<file path="src/rtl/sram_sp_ctrl.sv">
`default_nettype none
// ============================================================================
// Module  : sram_sp_ctrl
// Brief   : Read/write request arbiter, zero-fill sweep and read-data hold
//           for a single-port RW0 SRAM macro.
// Revision: 1.0 - initial release
// ============================================================================
module sram_sp_ctrl #(
  parameter int SETS         = 256,
  parameter int ADDR_W       = 8,
  parameter int DATA_W       = 66,
  parameter int SHOULD_RESET = 1
) (
  input  logic              clock,
  input  logic              reset,
  input  logic              w_req_valid,
  output logic              w_req_ready,
  input  logic [ADDR_W-1:0] w_req_setIdx,
  input  logic [DATA_W-1:0] w_req_data,
  input  logic              r_req_valid,
  output logic              r_req_ready,
  input  logic [ADDR_W-1:0] r_req_setIdx,
  output logic              r_resp_valid,
  output logic [DATA_W-1:0] r_resp_data,
  output logic              init_done,
  output logic [ADDR_W-1:0] RW0_addr,
  output logic              RW0_en,
  output logic              RW0_wmode,
  output logic [DATA_W-1:0] RW0_wdata,
  input  logic [DATA_W-1:0] RW0_rdata
);

  typedef enum logic [0:0] {
    ST_INIT = 1'b0,
    ST_RUN  = 1'b1
  } state_t;

  localparam state_t            c_RST_STATE = (SHOULD_RESET != 0) ? ST_INIT : ST_RUN;
  localparam logic              c_RST_DONE  = (SHOULD_RESET == 0);
  localparam logic [ADDR_W-1:0] c_LAST      = ADDR_W'(SETS - 1);

  state_t              r_state;
  state_t              w_state_nxt;
  logic [ADDR_W-1:0]   r_cnt;
  logic [ADDR_W-1:0]   w_cnt_nxt;
  logic                r_init_done;
  logic                r_rvalid;
  logic [DATA_W-1:0]   r_hold;
  logic                w_wr_ready;
  logic                w_rd_ready;
  logic                w_wfire;
  logic                w_rfire;

  always_ff @(posedge clock or posedge reset) begin
    if (reset) begin
      r_state     <= c_RST_STATE;
      r_cnt       <= '0;
      r_init_done <= c_RST_DONE;
      r_rvalid    <= 1'b0;
      r_hold      <= '0;
    end else begin
      r_state  <= w_state_nxt;
      r_cnt    <= w_cnt_nxt;
      r_rvalid <= w_rfire;
      if (w_state_nxt == ST_RUN) begin
        r_init_done <= 1'b1;
      end
      // Capture the macro output only in the cycle it is valid.
      if (r_rvalid) begin
        r_hold <= RW0_rdata;
      end
    end
  end

  always_comb begin
    w_state_nxt = r_state;
    w_cnt_nxt   = r_cnt;
    w_wr_ready  = 1'b0;
    w_rd_ready  = 1'b0;
    w_wfire     = 1'b0;
    w_rfire     = 1'b0;
    RW0_en      = 1'b0;
    RW0_wmode   = 1'b0;
    RW0_addr    = '0;
    RW0_wdata   = '0;

    case (r_state)
      ST_INIT: begin
        RW0_en    = 1'b1;
        RW0_wmode = 1'b1;
        RW0_addr  = r_cnt;
        if (r_cnt == c_LAST) begin
          w_state_nxt = ST_RUN;
        end else begin
          w_cnt_nxt = r_cnt + ADDR_W'(1);
        end
      end
      ST_RUN: begin
        w_wr_ready = 1'b1;
        w_rd_ready = !w_req_valid;
        w_wfire    = w_req_valid;
        w_rfire    = r_req_valid && !w_req_valid;
        if (w_wfire) begin
          RW0_en    = 1'b1;
          RW0_wmode = 1'b1;
          RW0_addr  = w_req_setIdx;
          RW0_wdata = w_req_data;
        end else if (w_rfire) begin
          RW0_en   = 1'b1;
          RW0_addr = r_req_setIdx;
        end
      end
      default: begin
        w_state_nxt = c_RST_STATE;
      end
    endcase

    // Keep the macro idle and refuse requests while reset is held.
    if (reset) begin
      w_wr_ready = 1'b0;
      w_rd_ready = 1'b0;
      w_wfire    = 1'b0;
      w_rfire    = 1'b0;
      RW0_en     = 1'b0;
    end
  end

  assign w_req_ready  = w_wr_ready;
  assign r_req_ready  = w_rd_ready;
  assign r_resp_valid = r_rvalid;
  assign r_resp_data  = r_rvalid ? RW0_rdata : r_hold;
  assign init_done    = r_init_done;

endmodule
`default_nettype wire

</file>
<file path="config.mk">
export PLATFORM = sky130hd
export DESIGN_NAME = sram_sp_ctrl
export DESIGN_NICKNAME = d
export VERILOG_FILES = /design/src/rtl/sram_sp_ctrl.sv
export SDC_FILE = /design/constraint.sdc
export NUM_CORES = 1
export LEC_CHECK = 0
export CAP_MARGIN = 20
export CELL_PAD_IN_SITES_DETAIL_PLACEMENT = 0
export CELL_PAD_IN_SITES_GLOBAL_PLACEMENT = 1
export CORE_MARGIN = 3
export CORE_UTILIZATION = 23
export CTS_CLUSTER_DIAMETER = 80
export DETAILED_ROUTE_END_ITERATION = 10
export PLACE_DENSITY = 0.85
export REMOVE_ABC_BUFFERS = 1
export SLEW_MARGIN = 20
export SYNTH_ARGS = -nofsm -noshare
export SYNTH_HDL_FRONTEND = slang
export SYNTH_SLANG_ARGS = --single-unit
</file>
<file path="constraint.sdc">
create_clock -name clock -period 3.5 [get_ports clock]
set_clock_uncertainty 0.2 [all_clocks]
set_input_delay 0.7 -clock clock [delete_from_list [all_inputs] [get_ports clock]]
set_output_delay 0.7 -clock clock [all_outputs]
set_load 0.02 [all_outputs]
</file>
# Word-level counts from Yosys, hierarchy flattened

Index checks and enable logic that the tools add are counted.

Register bits after elaboration: 77
Logic and storage cells: 32
Output and inout bits: 146
Input bits: 152

Add/sub/neg operators: 1
Mux-type cells: 20
Eq/ne operators: 1
Reduce and logical (&&, ||, !) cells: 3
Bitwise gates (word level): 2

Operators by type and width:

| operator              | count |
|---|---|
| $mux W66              | 3 |
| $mux W8               | 2 |
| $pmux W8 S2           | 1 |
| $mux W1               | 12 |
| $add A8 B1 Y8 const B | 1 |
| $eq A8 B8 Y1 const B  | 1 |
| $pmux W1 S2           | 2 |
| $not A1 Y1            | 2 |
| $reduce_and A2 Y1     | 1 |
| $logic_and A1 B1 Y1   | 1 |
| $logic_not A1 Y1      | 1 |

# Logic depth before layout (Yosys ltp)

Word-level depth: 6
Gate-level depth with buffers: 4
Gate-level depth less buffers: 4

# Worst setup path after synthesis

OpenSTA, ideal clock, no wires.

Path kind: input to output
Start: in w_req_valid
End: out RW0_wdata[10]
Slack: 1153 ps
Path buffers: 2
Required time: 2600 ps
Arrival time: 1447 ps
Stages: 3
Cell sequence: clkbuf_1 -> clkbuf_1 -> and3_1

Cells in the longest elaborated chain, start to end: 2

Ends and longest elaborated chain:

| element         | RTL line | text |
|---|---|---|
| start, declared | 16       | `input logic w_req_valid,` |
| $mux W66        | 103      | `if (w_wfire) begin` |
| $mux W66        | 87       | `case (r_state)` |
| end, declared   | 29       | `output logic [DATA_W-1:0] RW0_wdata,` |

Every way passes these cells.

# Worst setup path after layout

Start: in r_req_valid
End: out RW0_addr[5]

Cells in the longest elaborated chain, start to end: 4

Ends and longest elaborated chain:

| element             | RTL line | text |
|---|---|---|
| start, declared     | 20       | `input logic r_req_valid,` |
| $logic_and A1 B1 Y1 | 102      | `w_rfire = r_req_valid && !w_req_valid;` |
| $mux W8             | 108      | `end else if (w_rfire) begin` |
| $mux W8             | 103      |  |
| $pmux W8 S2         | 87       |  |
| end, declared       | 26       | `output logic [ADDR_W-1:0] RW0_addr,` |

Every way passes these cells.

==> summary.txt <==
Post-CTS Setup Bufs: 0
boundary pin count: 298
minimum clock period: 3280 ps
clock insertion delay at the later pin of the skew report: 330 ps
Required @ worst endpoint: 2600 ps
clock tree root driver cell: clkbuf_16
overall overflow remaining after global route: 0
netlist area before placement: 3597 µm²
DR vias: 3567
antenna violation net count after detailed routing: 0
most common library cell in the layout ignoring fill and taps: clkdlybuf4s50_1
class of the tightest hold or removal check: reg -> reg
number of synthesized flops with an enable pin: 0
global-route wire length before repair: 20710 µm
Critical Path Fanout Max: 7
number of nets in the final layout: 738
number of setup violations in the final report: 0
Area Growth Syn to Fin: 97.88%
type of the setup path with the least slack: in -> out
DRC Markers: 0
Die H: 131.1 µm
clock input transition at the sequential cells of the worst setup and hold paths: 60 ps
Leak: 3.245 nW
max-cap violations: 0
number of gates given a new drive strength after cts: 0
routed vias/inst: 4.448
count of different cell masters after synthesis: 33
routability cong.: 0.8116
fraction of layout instances using a drive strength above 1: 16.27%
unrepaired setup endpoints after global routing: no
post-layout instance count excluding filler cells: 802
depth of the worst register-to-register path: 4
areal power density over the cells: 292.1 nW/µm²
CTS buffer count: 9
status: completed
average cell area after synthesis: 12.11 µm²
detailed-placement wirelength estimate: 11480 µm
overall die area: 17180 µm²
largest net degree at the start of global routing: 80
f_max: 304.9 MHz
DRC violation total after the first TritonRoute iteration: 108
Placement Rows: 45
wire length after detailed routing: 14570 µm
Top FF cell, synth: dfrtp_1
clock tree from TritonCTS: built
kind of start point of the critical path: input port
number of synthesized register bits: 77
vias in the first global route: 3735
Area contributors post-synth: dfrtp_1 54%, mux2_2 21%, and3_1 11%
H-tree lvl count: 3
Port Buffer Count: 297
Avg WL per Cell: 18.17 µm
GRT Util Overall: 15.84%
launching point of the worst reg2reg path: r_state
horizontal die dimension: 131.1 µm
count of mapped cells out of synthesis: 297
Max Transition Viols Final: 0
signal arrival time at the worst endpoint: 2380 ps
final-layout setup total negative slack: 0 ps
core area: 15260 µm²
Post-synth ARST share: 100.0%
deepest clock path buffer count: 2
number of warnings printed during yosys synthesis: 0
most frequent cells in the layout: 294 x clkdlybuf4s50_1, 75 x dfrtp_1, 66 x and3_1, 66 x mux2_2, 22 x nor2_1
number of stages on the worst hold path: 1
Pre-Repair DR Iteration Count: 4
sequential share of the synthesized area: 53.57%
area share of the largest cell type after synthesis: 53.57%
area leader, netlist: dfrtp_1
# hold bufs at CTS: 0
worst min-delay path startpoint: init_done
final period utilization: 93.71%
measured slew at the worst slew-check pin: 643.4 ps
clk sinks: 77
hold_ws: 280.2 ps
endpoint type of the worst setup path: output pin
worst IR drop on VDD: 163.1 µV
initial core utilization: 23.58%
number of placed cells counting well taps: 785
worst setup path start: r_req_valid
number of hold-slack violations in the final timing report: 0
Max transition margin: 57.11%
antenna violations before repair: 1
==> cell usage after synthesis (all sizes together), types with 4 or more instances <==
master / number
mux2: 67
a21oi: 4
nor2: 22
and3: 66
buf: 11
dfrtp: 77
clkbuf: 15
a221oi: 8
==> report_power, final <==
part	leakage, nW	switching (W)	internal (W)
registers	1.06	0	0.000890
logic	2.04	0.0000571	0.000154
clock network	0.146	0.000351	0.000627
==> sequential cells by signal, summed over array words and instances (netlist names) <==
signal        count
init_done         1
r_cnt             8
r_state           1
r_resp_valid      1
r_hold           66
==> worst paths after layout <==
| path | endpoint | slack, ps |
|---|---|---|
| max | RW0_addr[5] | 220 |
| min in group asynchronous | r_cnt[1] | 680 |
| min | init_done | 280 |
| max reg2reg | r_cnt[5] | 1680 |
| max in group asynchronous | r_hold[62] | 1760 |
| min reg2reg | init_done | 280 |
==> per-stage QoR <==
stage	util, %	instance area (µm²)	worst slack, ps	power [W]
floorplan	-	3486	360.2	0.0009231
global placement	44.56	6799	269.2	0.001116
detailed placement	44.56	6799	214.8	0.001118
CTS	46.63	7116	214.8	0.002122
global route	46.65	7118	117.4	0.002164
finish	46.65	7118	220.0	0.002079
==> final cells by class <==
class                      count  area (µm²)
fill                        1385        8140
inverter                       3       12.51
sequential                    77        1929
antenna                        1       2.502
clock inverter                 5       83.83
timing repair buffer         303        3045
tap                          211       264.0
clock buffer                  11       232.7
multi-input combinational    191        1548
==> worst max-delay path, cell delays in order <==
cell	delay (ps)
clkdlybuf4s50_1	480
nor2b_1	170
buf_4	180
a221oi_1	90
nor2_1	130
clkdlybuf4s50_1	620
==> cell families after synthesis <==
kind of cell | count (synthesis) | synth area share, %
flip-flops | 77 | 53.57
adder cells (fa/ha/maj) | 1 | 0.3478
multiplexers | 68 | 21.36
buffers and inverters | 29 | 3.408
XOR/XNOR | 1 | 0.2435
AND/OR/NAND/NOR | 101 | 16.35
AO/OA/AOI/OAI | 20 | 4.731
==> metal layers <==
metal  vias up  share of wire [%]  GRT usage, %
met1      1712                 37         17.14
li1       1641                  -             -
met3        16                9.8         5.835
met4         0                2.1         6.050
met2       198                 51         28.14
met5         -                  0             0
No activity file was read; power rests on OpenSTA's default activity.
